## src/rtl/hs_fifo_pkg.sv

```systemverilog
// Shared constants and elaboration-time helpers for the hs_sync_fifo family.
`timescale 1ns/1ps
package hs_fifo_pkg;

  localparam int DEF_WIDTH = 8;
  localparam int DEF_DEPTH = 16;

  // Ceiling log2 usable in parameter expressions; clog2(1) returns 0.
  function automatic int clog2(input int value);
    int bits;
    int rem;
    bits = 0;
    rem  = value - 1;
    while (rem > 0) begin
      bits++;
      rem = rem >> 1;
    end
    return bits;
  endfunction

endpackage

```

## src/rtl/hs_fifo_mem.sv

```systemverilog
// DEPTH x WIDTH storage with one synchronous write port and one asynchronous read port.
`timescale 1ns/1ps
module hs_fifo_mem
  import hs_fifo_pkg::*;
#(
  parameter int WIDTH = DEF_WIDTH,
  parameter int DEPTH = DEF_DEPTH,
  parameter int AW    = clog2(DEF_DEPTH)
) (
  input  logic             clk,
  input  logic             wr_en,
  input  logic [AW-1:0]    wr_addr,
  input  logic [WIDTH-1:0] wr_data,
  input  logic [AW-1:0]    rd_addr,
  output logic [WIDTH-1:0] rd_data
);

  logic [WIDTH-1:0] mem_q [DEPTH];

  // NOTE: the array has no reset; validity is tracked by the pointers, so
  // clearing it would only cost a reset net on every storage bit.
  always_ff @(posedge clk) begin
    if (wr_en) begin
      mem_q[wr_addr] <= wr_data;
    end
  end

  assign rd_data = mem_q[rd_addr];

endmodule

```

## src/rtl/hs_sync_fifo.sv

```systemverilog
// Single-clock first-word fall-through FIFO with level, watermark flags and sticky overflow.
`timescale 1ns/1ps
module hs_sync_fifo
  import hs_fifo_pkg::*;
#(
  parameter int WIDTH    = DEF_WIDTH,
  parameter int DEPTH    = DEF_DEPTH,
  parameter int AF_LEVEL = DEPTH - 2,
  parameter int AE_LEVEL = 2
) (
  input  logic                    clk,
  input  logic                    rstn,
  input  logic                    flush,
  input  logic                    s_valid,
  output logic                    s_ready,
  input  logic [WIDTH-1:0]        s_data,
  output logic                    m_valid,
  input  logic                    m_ready,
  output logic [WIDTH-1:0]        m_data,
  output logic [clog2(DEPTH):0]   level,
  output logic                    full,
  output logic                    empty,
  output logic                    almost_full,
  output logic                    almost_empty,
  output logic                    overflow_err
);

  localparam int AW = clog2(DEPTH);
  localparam int LW = AW + 1;

  logic [AW-1:0] wr_ptr_q, wr_ptr_d;
  logic [AW-1:0] rd_ptr_q, rd_ptr_d;
  logic [LW-1:0] level_q, level_d;
  logic          overflow_q, overflow_d;
  logic          push, pop, wr_en;

  // Every status output is a pure decode of registered occupancy.
  assign full         = (level_q == LW'(DEPTH));
  assign empty        = (level_q == '0);
  assign almost_full  = (level_q >= LW'(AF_LEVEL));
  assign almost_empty = (level_q <= LW'(AE_LEVEL));
  assign s_ready      = !full;
  assign m_valid      = !empty;
  assign level        = level_q;
  assign overflow_err = overflow_q;

  // NOTE: each signal gets its hold value first so no path leaves it
  // unassigned, which keeps this block purely combinational (no latches).
  always_comb begin
    push       = s_valid && s_ready;
    pop        = m_valid && m_ready;
    wr_en      = push && !flush;
    wr_ptr_d   = wr_ptr_q;
    rd_ptr_d   = rd_ptr_q;
    level_d    = level_q;
    overflow_d = overflow_q;
    if (flush) begin
      wr_ptr_d   = '0;
      rd_ptr_d   = '0;
      level_d    = '0;
      overflow_d = 1'b0;
    end else begin
      if (push) wr_ptr_d = wr_ptr_q + 1'b1;
      if (pop)  rd_ptr_d = rd_ptr_q + 1'b1;
      case ({push, pop})
        2'b10:   level_d = level_q + 1'b1;
        2'b01:   level_d = level_q - 1'b1;
        default: level_d = level_q;
      endcase
      if (s_valid && full) overflow_d = 1'b1;
    end
  end

  // NOTE: state registers use non-blocking assignments so every flop samples
  // the pre-edge values regardless of block evaluation order.
  always_ff @(posedge clk or negedge rstn) begin
    if (!rstn) begin
      wr_ptr_q   <= '0;
      rd_ptr_q   <= '0;
      level_q    <= '0;
      overflow_q <= 1'b0;
    end else begin
      wr_ptr_q   <= wr_ptr_d;
      rd_ptr_q   <= rd_ptr_d;
      level_q    <= level_d;
      overflow_q <= overflow_d;
    end
  end

  hs_fifo_mem #(
    .WIDTH (WIDTH),
    .DEPTH (DEPTH),
    .AW    (AW)
  ) u_mem (
    .clk     (clk),
    .wr_en   (wr_en),
    .wr_addr (wr_ptr_q),
    .wr_data (s_data),
    .rd_addr (rd_ptr_q),
    .rd_data (m_data)
  );

endmodule

```

## config.mk

```make
export PLATFORM = sky130hd
export DESIGN_NAME = hs_sync_fifo
export DESIGN_NICKNAME = d
export VERILOG_FILES = /design/src/rtl/hs_fifo_pkg.sv /design/src/rtl/hs_fifo_mem.sv /design/src/rtl/hs_sync_fifo.sv
export SDC_FILE = /design/constraint.sdc
export NUM_CORES = 1
export LEC_CHECK = 0
export ABC_AREA = 0
export CAP_MARGIN = 25
export CORE_ASPECT_RATIO = 0.75
export CORE_UTILIZATION = 56
export CTS_BUF_LIST = sky130_fd_sc_hd__clkbuf_2 sky130_fd_sc_hd__clkbuf_4 sky130_fd_sc_hd__clkbuf_8
export DETAILED_ROUTE_END_ITERATION = 8
export PLACE_DENSITY = 0.85
export SLEW_MARGIN = 40
export SYNTH_ARGS = -nofsm -noshare
export SYNTH_HDL_FRONTEND = slang
export SYNTH_HIERARCHICAL = 1
export SYNTH_SLANG_ARGS = --single-unit
```

## constraint.sdc

```tcl
create_clock -name clk -period 2.81 [get_ports clk]
set_input_delay 0.7025 -clock clk [delete_from_list [all_inputs] [get_ports clk]]
set_output_delay 0.7025 -clock clk [all_outputs]
set_load 0.005 [all_outputs]
```

==> metrics.txt <==
crit path time final 2.88 ns; Required @ worst endpoint 2.11 ns; final core occ 72.0%; synth warn 6; Post-Place Worst Slack -0.0941 ns; Yosys top cell area share 65.9%; # fillers 608; Total GRT Usage 26.1%; Boundary Pins 33; Post-synth EDFFs 128; DRC viols 0; Die Ht 90.4 um; Post-layout nets 418; Post-Synth Simple-Gate Area 5.49%; clock latency on the worst-skew pair 0.45 ns; Worst Hold Class reg2reg; RSZ-0062 raised after global routing true; total grt overflow 0; area grow syn2layout 22.1%; Worst Setup End Kind primary output; Leak 2.47 nW; final wirelength 12800 um; Horiz. Die Dim 120 um; Slew @ Worst Pin 0.654 ns; effective utilization at floorplan 59.0%; commonest non-fill, non-tap cells in the layout 128 x edfxtp_1, 43 x buf_4, 30 x mux4_2, 26 x nor2_1, 24 x clkdlybuf4s50_1; Crit Path Max Fanout 6; core area 9890 sq um; Critical Path Start Type flop; Cells after Synth 307; cell area after synthesis 5840 sq um; synth unique cells 42; Adder-Cell Fraction of Synth Area 1.41%; CTS max path bufs 2; Buf/Inv on CP 4; Most Crowded Layer GR met2; fin. max-slew vios 0; vias 3231; ys flop type edfxtp_1; Antenna Violating Nets Remaining 0; GRT met1 Usage 34.4%; FF+latch count, synth 142; Peak supply drop 0.584 mV; H-tree depth 4; post-route clock period utilization 102%; sequential fraction of the synthesis area 71.9%; status finished, violations left; dpl hpwl 7780 um; total CTS buffers 17; Arr. time, crit path 2.18 ns; Synth Area in Compound Gates 4.12%; power per cell area 882 nW/um^2; CP max stage cell mux4_2; antenna cell count 0; Synth area leaders edfxtp_1 66%, mux4_2 6.9%, mux4_1 6.3%; max_slew headroom 56.3%; Worst-path clk slew 0.08 ns; CTS tree yes; cell taking the most area after synthesis edfxtp_1; per-cell routed wire length 23.5 um; Clock Skew 0.00892 ns; mux contribution to synthesized area 13.6%; most common cell after layout, fill and taps aside edfxtp_1; Via density 5.94; initial antenna violation count 0; WS Path Type reg2out; met3 Use GR 6.88%; share of post-route cells with drive strength above 1 35.2%; CTS Root Cell clkbuf_8; family with the most delay on the worst path buffers and inverters; ys async rst share 9.86%; final worst setup slack -0.0689 ns; Clock Sinks 142; die area 10800 sq um; Placer Congestion 0.796; Slowest Stage Delay on Critical Path 0.49 ns; fmax 0.347 GHz; Port Buffers 32; failing checks negative setup slack; largest net degree at the start of global routing 19; main combinational cell family by area after synthesis multiplexers; FP Rows 31; Max-Cap Viols 0; Syn Nets 326; first-pass GRT wire length 19500 um; Synth Area in XOR/XNOR 1.48%; Syn Area/Cell 19.0 sq um; vias in the first global route 3352; grt met2 use 41.1%; Fin. Hold Viols 0; Initial DRC Count 273; worst path cell trace buf_12, buf_12, buf_6, mux4_2, a22oi_2, nand2_1, buf_2; 1st-pass router iterations 5; # setup viols final 5; CP most frequent cell buf_12
[registers in the layout, summed over array words and instances (netlist names)]
signal        count
overflow_err      1
level             5
u_mem/mem_q     128
rd_ptr_q          4
wr_ptr_q          4
[stage by stage]
stage	total power [W]	area [sq um]	TNS, ns	hold slack (ns)	cells
4_1_cts	0.00627	7110	-0.351	0.528	543
3_5_place_dp	0.00422	6520	-0.0941	0.505	496
2_1_floorplan	0.00353	5840	0	0.407	307
6_report	0.00629	7120	-0.213	0.519	544
3_3_place_gp	0.00416	6520	0	0.507	496
5_1_grt	0.00656	7120	-0.739	0.559	544
[final timing paths]
path                                   start            to  slack, ns  depth (start not counted)
worst max-delay path             rd_ptr_q[0]     m_data[0]      -0.07                          7
worst min-delay path            overflow_err  overflow_err       0.52                          2
worst max register to register      level[4]      level[4]       0.09                         10
worst min register to register  overflow_err  overflow_err       0.52                          2
max in group asynchronous               rstn   rd_ptr_q[0]       1.69                          1
min in group asynchronous               rstn      level[3]       0.65                          1
[cells by family (layout without fill, tap and decap cells)]
kind of cell             Yosys count  count (layout)
flip-flops                       142             142
adder cells (fa/ha/maj)            6               6
AO/OA/AOI/OAI                     31              31
multiplexers                      34              34
XOR/XNOR                           9               9
buffers and inverters             18             123
AND/OR/NAND/NOR                   67              67
[worst register-to-register path, cell delays in order, from the launching register on]
cell	delay, ns
dfrtp_1	0.41
or3_4	0.41
o31a_2	0.30
nand2_1	0.08
inv_1	0.06
ha_1	0.29
nor2b_1	0.14
o21a_1	0.19
or4_4	0.44
a21o_1	0.19
a21oi_1	0.13
[layout make-up]
type	count	area [sq um]	share of cell area, %
tap	132	165	2.32
inverter	6	22.5	0.316
sequential	142	4200	58.9
clock inverter	14	191	2.69
clock buffer	18	241	3.39
multi-input combinational	147	1540	21.6
timing repair buffer	85	767	10.8
[report_power, final]
| part | switching (W) | internal (W) | total, W | leakage (nW) |
|---|---|---|---|---|
| sequential | 0.0000913 | 0.00238 | 0.00247 | 1.34 |
| combinational | 0.000876 | 0.00119 | 0.00207 | 0.923 |
| clock | 0.000769 | 0.000977 | 0.00175 | 0.210 |
| total | 0.00174 | 0.00455 | 0.00629 | 2.47 |
[timing repair]
action,in CTS,in global routing
endpoints found under the setup margin,8,10
hold buffers,0,0
buffers inserted,14,1
gates cloned,1,0
resized for setup,67,2
pin swaps,18,9
[per-layer routing]
| layer | wire, um | up-vias |
|---|---|---|
| met5 | 0 | - |
| met4 | 224 | 0 |
| met3 | 1010 | 20 |
| met2 | 6260 | 143 |
| met1 | 5290 | 1651 |
| li1 | - | 1417 |
[cell usage after synthesis, drive strengths merged (2+ instances only)]
cell / number
buf: 8
and2: 2
a21oi: 6
nor3: 5
a22oi: 16
mux4: 32
nand2: 17
nor2b: 2
dfrtp: 14
nand3: 3
clkdlybuf4s25: 3
nand2b: 2
nand4: 2
a21o: 2
xnor2: 5
nand3b: 2
ha: 5
mux2i: 2
edfxtp: 128
xor2: 4
inv: 6
nor2: 27
(Power assumes the default switching activity.)
